## config.mk

```make
export PLATFORM = sky130hd
export DESIGN_NAME = watch_time_ctrl
export DESIGN_NICKNAME = d
export VERILOG_FILES = /design/src/rtl/watch_pkg.sv /design/src/rtl/mod_counter.sv /design/src/rtl/watch_time_ctrl.sv
export SDC_FILE = /design/constraint.sdc
export NUM_CORES = 1
export LEC_CHECK = 0
export CAP_MARGIN = 15
export CORE_MARGIN = 1.5
export CORE_UTILIZATION = 55
export CTS_BUF_LIST = sky130_fd_sc_hd__clkbuf_16
export CTS_CLUSTER_DIAMETER = 150
export CTS_CLUSTER_SIZE = 28
export DETAILED_ROUTE_END_ITERATION = 12
export GPL_TIMING_DRIVEN = 0
export PLACE_DENSITY = 0.79
export SLEW_MARGIN = 10
export SYNTH_ARGS = -nofsm -noshare
export SYNTH_HDL_FRONTEND = slang
export SYNTH_SLANG_ARGS = --single-unit
```

## constraint.sdc

```tcl
create_clock -name clk -period 2.5 [get_ports clk]
set_input_delay 0.5 -clock clk [delete_from_list [all_inputs] [get_ports clk]]
set_output_delay 0.5 -clock clk [all_outputs]
set_load 0.005 [all_outputs]
```

## src/rtl/watch_pkg.sv

```systemverilog
// Shared encodings and field constants for the watch timekeeping path.
// Mode values are also the encoding seen on the mode output.
package watch_pkg;

    localparam logic [1:0] MODE_RUN     = 2'd0;
    localparam logic [1:0] MODE_SET_HR  = 2'd1;
    localparam logic [1:0] MODE_SET_MIN = 2'd2;

    localparam int HR_MOD  = 24;
    localparam int MIN_MOD = 60;
    localparam int SEC_MOD = 60;

    localparam int HR_W  = 5;
    localparam int MIN_W = 6;
    localparam int SEC_W = 6;

    // Mode sequence driven by btn_mode; the unused code falls back to RUN.
    function automatic logic [1:0] next_mode(input logic [1:0] cur);
        logic [1:0] nxt;
        case (cur)
            MODE_RUN:     nxt = MODE_SET_HR;
            MODE_SET_HR:  nxt = MODE_SET_MIN;
            default:      nxt = MODE_RUN;
        endcase
        return nxt;
    endfunction

endpackage

```

## src/rtl/mod_counter.sv

```systemverilog
// Modulo-MOD up counter with synchronous clear and a combinational wrap flag.
// wrap marks the enabled cycle on which the count returns to zero.
module mod_counter #(
    parameter int MOD = 60,
    parameter int W   = 6
) (
    input  logic         clk,
    input  logic         rst_n,
    input  logic         clr,
    input  logic         en,
    output logic [W-1:0] q,
    output logic         wrap
);

    localparam logic [W-1:0] LAST = W'(MOD - 1);

    assign wrap = en && (q == LAST);

    // clr wins over en so a mode change can restart a field cleanly.
    always_ff @(posedge clk or negedge rst_n) begin
        if (!rst_n) begin
            q <= '0;
        end else if (clr) begin
            q <= '0;
        end else if (en) begin
            if (wrap) begin
                q <= '0;
            end else begin
                q <= q + W'(1);
            end
        end
    end

endmodule

```

## src/rtl/watch_time_ctrl.sv

```systemverilog
// Watch timekeeping controller: 1 Hz prescaler, h:m:s counters and the RUN/SET_HR/SET_MIN
// mode sequencer, all on clk with single-cycle enables.
module watch_time_ctrl
    import watch_pkg::*;
#(
    parameter int TICK_DIV = 100_000_000
) (
    input  logic             clk,
    input  logic             rst_n,
    input  logic             btn_mode,
    input  logic             btn_inc,
    output logic [HR_W-1:0]  hours,
    output logic [MIN_W-1:0] minutes,
    output logic [SEC_W-1:0] seconds,
    output logic [1:0]       mode,
    output logic             blink,
    output logic             sec_tick,
    output logic             day_pulse
);

    localparam int PRE_W = $clog2(TICK_DIV);

    logic [1:0]       mode_q;
    logic             blink_q;
    logic             sec_tick_q;
    logic             day_pulse_q;

    logic [PRE_W-1:0] pre_q;
    logic             tick;
    logic             pre_clr;
    logic             unused_pre;

    logic             in_run;
    logic             in_set_hr;
    logic             in_set_min;
    logic             inc;

    logic             sec_en;
    logic             sec_clr;
    logic             sec_wrap;
    logic             min_en;
    logic             min_wrap;
    logic             hr_en;
    logic             hr_wrap;

    assign in_run     = (mode_q == MODE_RUN);
    assign in_set_hr  = (mode_q == MODE_SET_HR);
    assign in_set_min = (mode_q == MODE_SET_MIN);

    // btn_mode takes priority over every other event in the same cycle.
    assign inc     = btn_inc && !btn_mode;
    assign sec_en  = in_run && tick && !btn_mode;
    assign sec_clr = in_run && btn_mode;
    assign min_en  = in_run ? sec_wrap : (in_set_min && inc);
    assign hr_en   = in_run ? min_wrap : (in_set_hr && inc);

    // Leaving SET_MIN restarts the second so the first one after setting is full length.
    assign pre_clr = in_set_min && btn_mode;

    assign unused_pre = ^pre_q;

    mod_counter #(
        .MOD (TICK_DIV),
        .W   (PRE_W)
    ) u_prescaler (
        .clk   (clk),
        .rst_n (rst_n),
        .clr   (pre_clr),
        .en    (1'b1),
        .q     (pre_q),
        .wrap  (tick)
    );

    mod_counter #(
        .MOD (SEC_MOD),
        .W   (SEC_W)
    ) u_seconds (
        .clk   (clk),
        .rst_n (rst_n),
        .clr   (sec_clr),
        .en    (sec_en),
        .q     (seconds),
        .wrap  (sec_wrap)
    );

    mod_counter #(
        .MOD (MIN_MOD),
        .W   (MIN_W)
    ) u_minutes (
        .clk   (clk),
        .rst_n (rst_n),
        .clr   (1'b0),
        .en    (min_en),
        .q     (minutes),
        .wrap  (min_wrap)
    );

    mod_counter #(
        .MOD (HR_MOD),
        .W   (HR_W)
    ) u_hours (
        .clk   (clk),
        .rst_n (rst_n),
        .clr   (1'b0),
        .en    (hr_en),
        .q     (hours),
        .wrap  (hr_wrap)
    );

    // Hours also wrap while being set; only a RUN carry counts as a new day.
    always_ff @(posedge clk or negedge rst_n) begin
        if (!rst_n) begin
            mode_q      <= MODE_RUN;
            blink_q     <= 1'b0;
            sec_tick_q  <= 1'b0;
            day_pulse_q <= 1'b0;
        end else begin
            sec_tick_q  <= tick;
            day_pulse_q <= in_run && hr_wrap;
            if (btn_mode) begin
                mode_q  <= next_mode(mode_q);
                blink_q <= 1'b0;
            end else if (in_run) begin
                blink_q <= 1'b0;
            end else if (tick) begin
                blink_q <= ~blink_q;
            end
        end
    end

    assign mode      = mode_q;
    assign blink     = blink_q;
    assign sec_tick  = sec_tick_q;
    assign day_pulse = day_pulse_q;

endmodule

```

==> reports/metrics.yaml <==
hold_path:
  hp-class: "in -> async"
sta:
  period_minus_slack_ns: 2.25
  finalCritPeriodShare: 0.901
  relSlewSlack: 0.612
  timing.fmax_mhz: 444
  setup_viol: 0
  hold_viol: 0
  drv_slew: 0
  rsz0062_at_grt: "false"
  clock_skew_ns: 0.00550
  whs_ns: 0.209
  tightestPinTransition_ns: 0.583
run_status:
  status: "finished clean"
worst_setup_path:
  arrival_ns: 2.42
  ff2ff_setup_slack_ns: 0.25
  startpoint_type: "flip-flop"
  crit_fanout: 5
  critical_path_class: "reg -> reg"
  critPathCaptureType: "flip-flop"
  crit_required_ns: 2.66
  reg2reg_to: "u_hours.q[3]"
  reg2reg_from: "u_prescaler.q[0]"
  r2r_cells: 6
logic_synthesis:
  synth_ff_type: "dfrtp_1"
  ys_types: 42
  synth_area_leaders: "dfrtp_1 48%, xnor2_1 6.2%, nor2_1 5.2%, xor2_1 3.8%, nand2_1 3.0%"
  ys_warn_count: 0
  syn_nets: 260
  synth_edf_count: 0
  async_flop_share: 1.00
  netlist_area_um2: 2540
  avgSynthCellArea_um2: 10.1
  synth_commonest_cells: "49 x dfrtp_1, 35 x nor2_1, 20 x nand2_1, 18 x xnor2_1, 15 x nand3_1"
  synth.largest_area_cell: "dfrtp_1"
  ys_seq_elements: 49
  ys_seq_area_frac: 0.483
  netlist_instances: 252
  synth.most_common_cell: "dfrtp_1"
  synth_top_area_frac: 0.483
placed_design:
  placed_cells: 330
  gp_congestion: 0.883
  dp_hpwl_mm: 3.50
  port_buffers: 25
layout:
  fin_cells: 338
  area_growth_pct: 18.7
  fin_nets: 293
  drive_gt1_frac: 0.0734
  antenna_cells: 0
power:
  p_comb_frac: 0.253
  p_sw_frac: 0.297
  pwr-share-clk: 0.279
  seq_power_share: 0.468
  p_leak_nw: 1.34
  peakVddDrop_uv: 689
  switching_power_mw: 0.677
  internal_power_mw: 1.60
  power_density_nw_per_um2: 756
clocking:
  clkSinkCount: 49
  cts_tree: "built"
  clk_latency_ns: 0.28
  cts_root_buffer: "clkbuf_16"
  cts_buffers: 5
  clk_pin_slew_ns: 0.06
  ctsLongestPathBuffers: 2
  cts_max_level: 2
route:
  drc: 0
  ant_nets: 0
  wl_mm: 4.86
  dr_total_vias: 1923
  drt_first_pass_iters: 4
  viasPerCell: 5.69
  initialDrtViolationCount: 108
  routedWlPerCell_um: 14.4
floorplanning:
  die_h_um: 70.9
  ios: 26
  fp-row-count: 24
  die-area_um2: 5030
  die_x_um: 70.9
  start_util: 0.579
  core_area_um2: 4380
flow_run:
  maxCapViolations: 0
global_routing:
  use_met1: 0.278
  grt_max_degree: 27
  antenna_found_initial: 0
  met2_usage: 0.373
  busiest_layer: "met2"
  track_usage: 0.218
  grt_pass1_wl_mm: 8.84
  globalRoute.totalOverflow: 0
  met3_usage: 0.0484
  grt_pass1_vias: 1965
[per-stage QoR]
stage          setup slack [ns]  total power, mW  utilization  TNS (ns)  instance area, um2
6_report                  0.248             2.28        0.687         0                3010
5_1_grt                  0.0516             2.44        0.687         0                3010
4_1_cts                   0.132             2.30        0.686         0                3010
3_5_place_dp             0.0354             1.67        0.654         0                2870
3_3_place_gp             -0.449             1.63        0.651    -21.92                2850
2_1_floorplan             0.482             1.40            -         0                2540
[worst max-delay path, stage by stage, from the launching register on]
cell	delay (ns)
dfrtp_1	0.38
ha_1	0.22
nand3_1	0.20
nor4_4	0.46
nand4_2	0.22
a211oi_1	0.30
mux2_1	0.36
[state kept, by name, summed over array words and instances, names as in the netlist]
name           count
blink              1
sec_tick           1
u_minutes.q        6
u_hours.q          5
mode               2
u_prescaler.q     27
u_seconds.q        6
day_pulse          1
[final cells by class]
| class | count | area, um2 |
|---|---|---|
| multi-input cells | 187 | 1240 |
| clock inverters | 3 | 12.5 |
| fillers | 343 | 1370 |
| flip-flops and latches | 49 | 1230 |
| repair buffers | 26 | 265 |
| clock buffers | 5 | 125 |
| inverters | 10 | 37.5 |
| well taps | 52 | 65.1 |
| plain buffers | 6 | 45.0 |
[layer usage]
metal	part of all wire	wire, um
met3	0.038	187
met1	0.46	2240
met4	0.0058	28
met2	0.50	2410
met5	0	0
[cell usage in the layout, fill, tap and decap left out, types with 5 or more instances in the layout]
cell / count
nor3_1: 8
o21ai_0: 6
mux2i_1: 5
inv_1: 10
and4_1: 5
nand3_1: 15
nor4_1: 6
nor2_1: 35
nand2_1: 20
clkbuf_16: 5
xnor2_1: 18
dfrtp_1: 49
xor2_1: 11
clkdlybuf4s50_1: 24
[logic make-up after synthesis]
logic type	after synthesis	synth area share
compound gates	25	0.0710
xor+xnor	29	0.100
fa+ha+maj	4	0.0197
buf+inv	16	0.0325
flops	49	0.483
mux	8	0.0330
simple gates	121	0.261
[power by group through the flow]
stage	registers, mW	clock network, mW	logic, mW
finish	1.07	0.636	0.575
global route	1.10	0.678	0.665
detailed placement	1.08	0	0.583
global placement	1.08	0	0.556
CTS	1.07	0.651	0.585
floorplan	1.06	0	0.331
[repair_timing]
item,CTS,global route
setup endpoints to repair,0,2
hold buffers,0,0
buffers inserted,0,0
resized for setup,0,1
[worst max path at each step]
stage / end / cells after the start / start
finish: u_hours.q[3] / 6 / u_prescaler.q[0]
global route: u_hours.q[3] / 6 / u_prescaler.q[0]
CTS: u_hours.q[3] / 5 / u_prescaler.q[15]
detailed placement: u_hours.q[3] / 5 / btn_mode
global placement: u_prescaler.q[8] / 1 / rst_n
floorplan: u_hours.q[3] / 5 / u_prescaler.q[11]
Note: power is estimated with default switching activity, not from simulation.
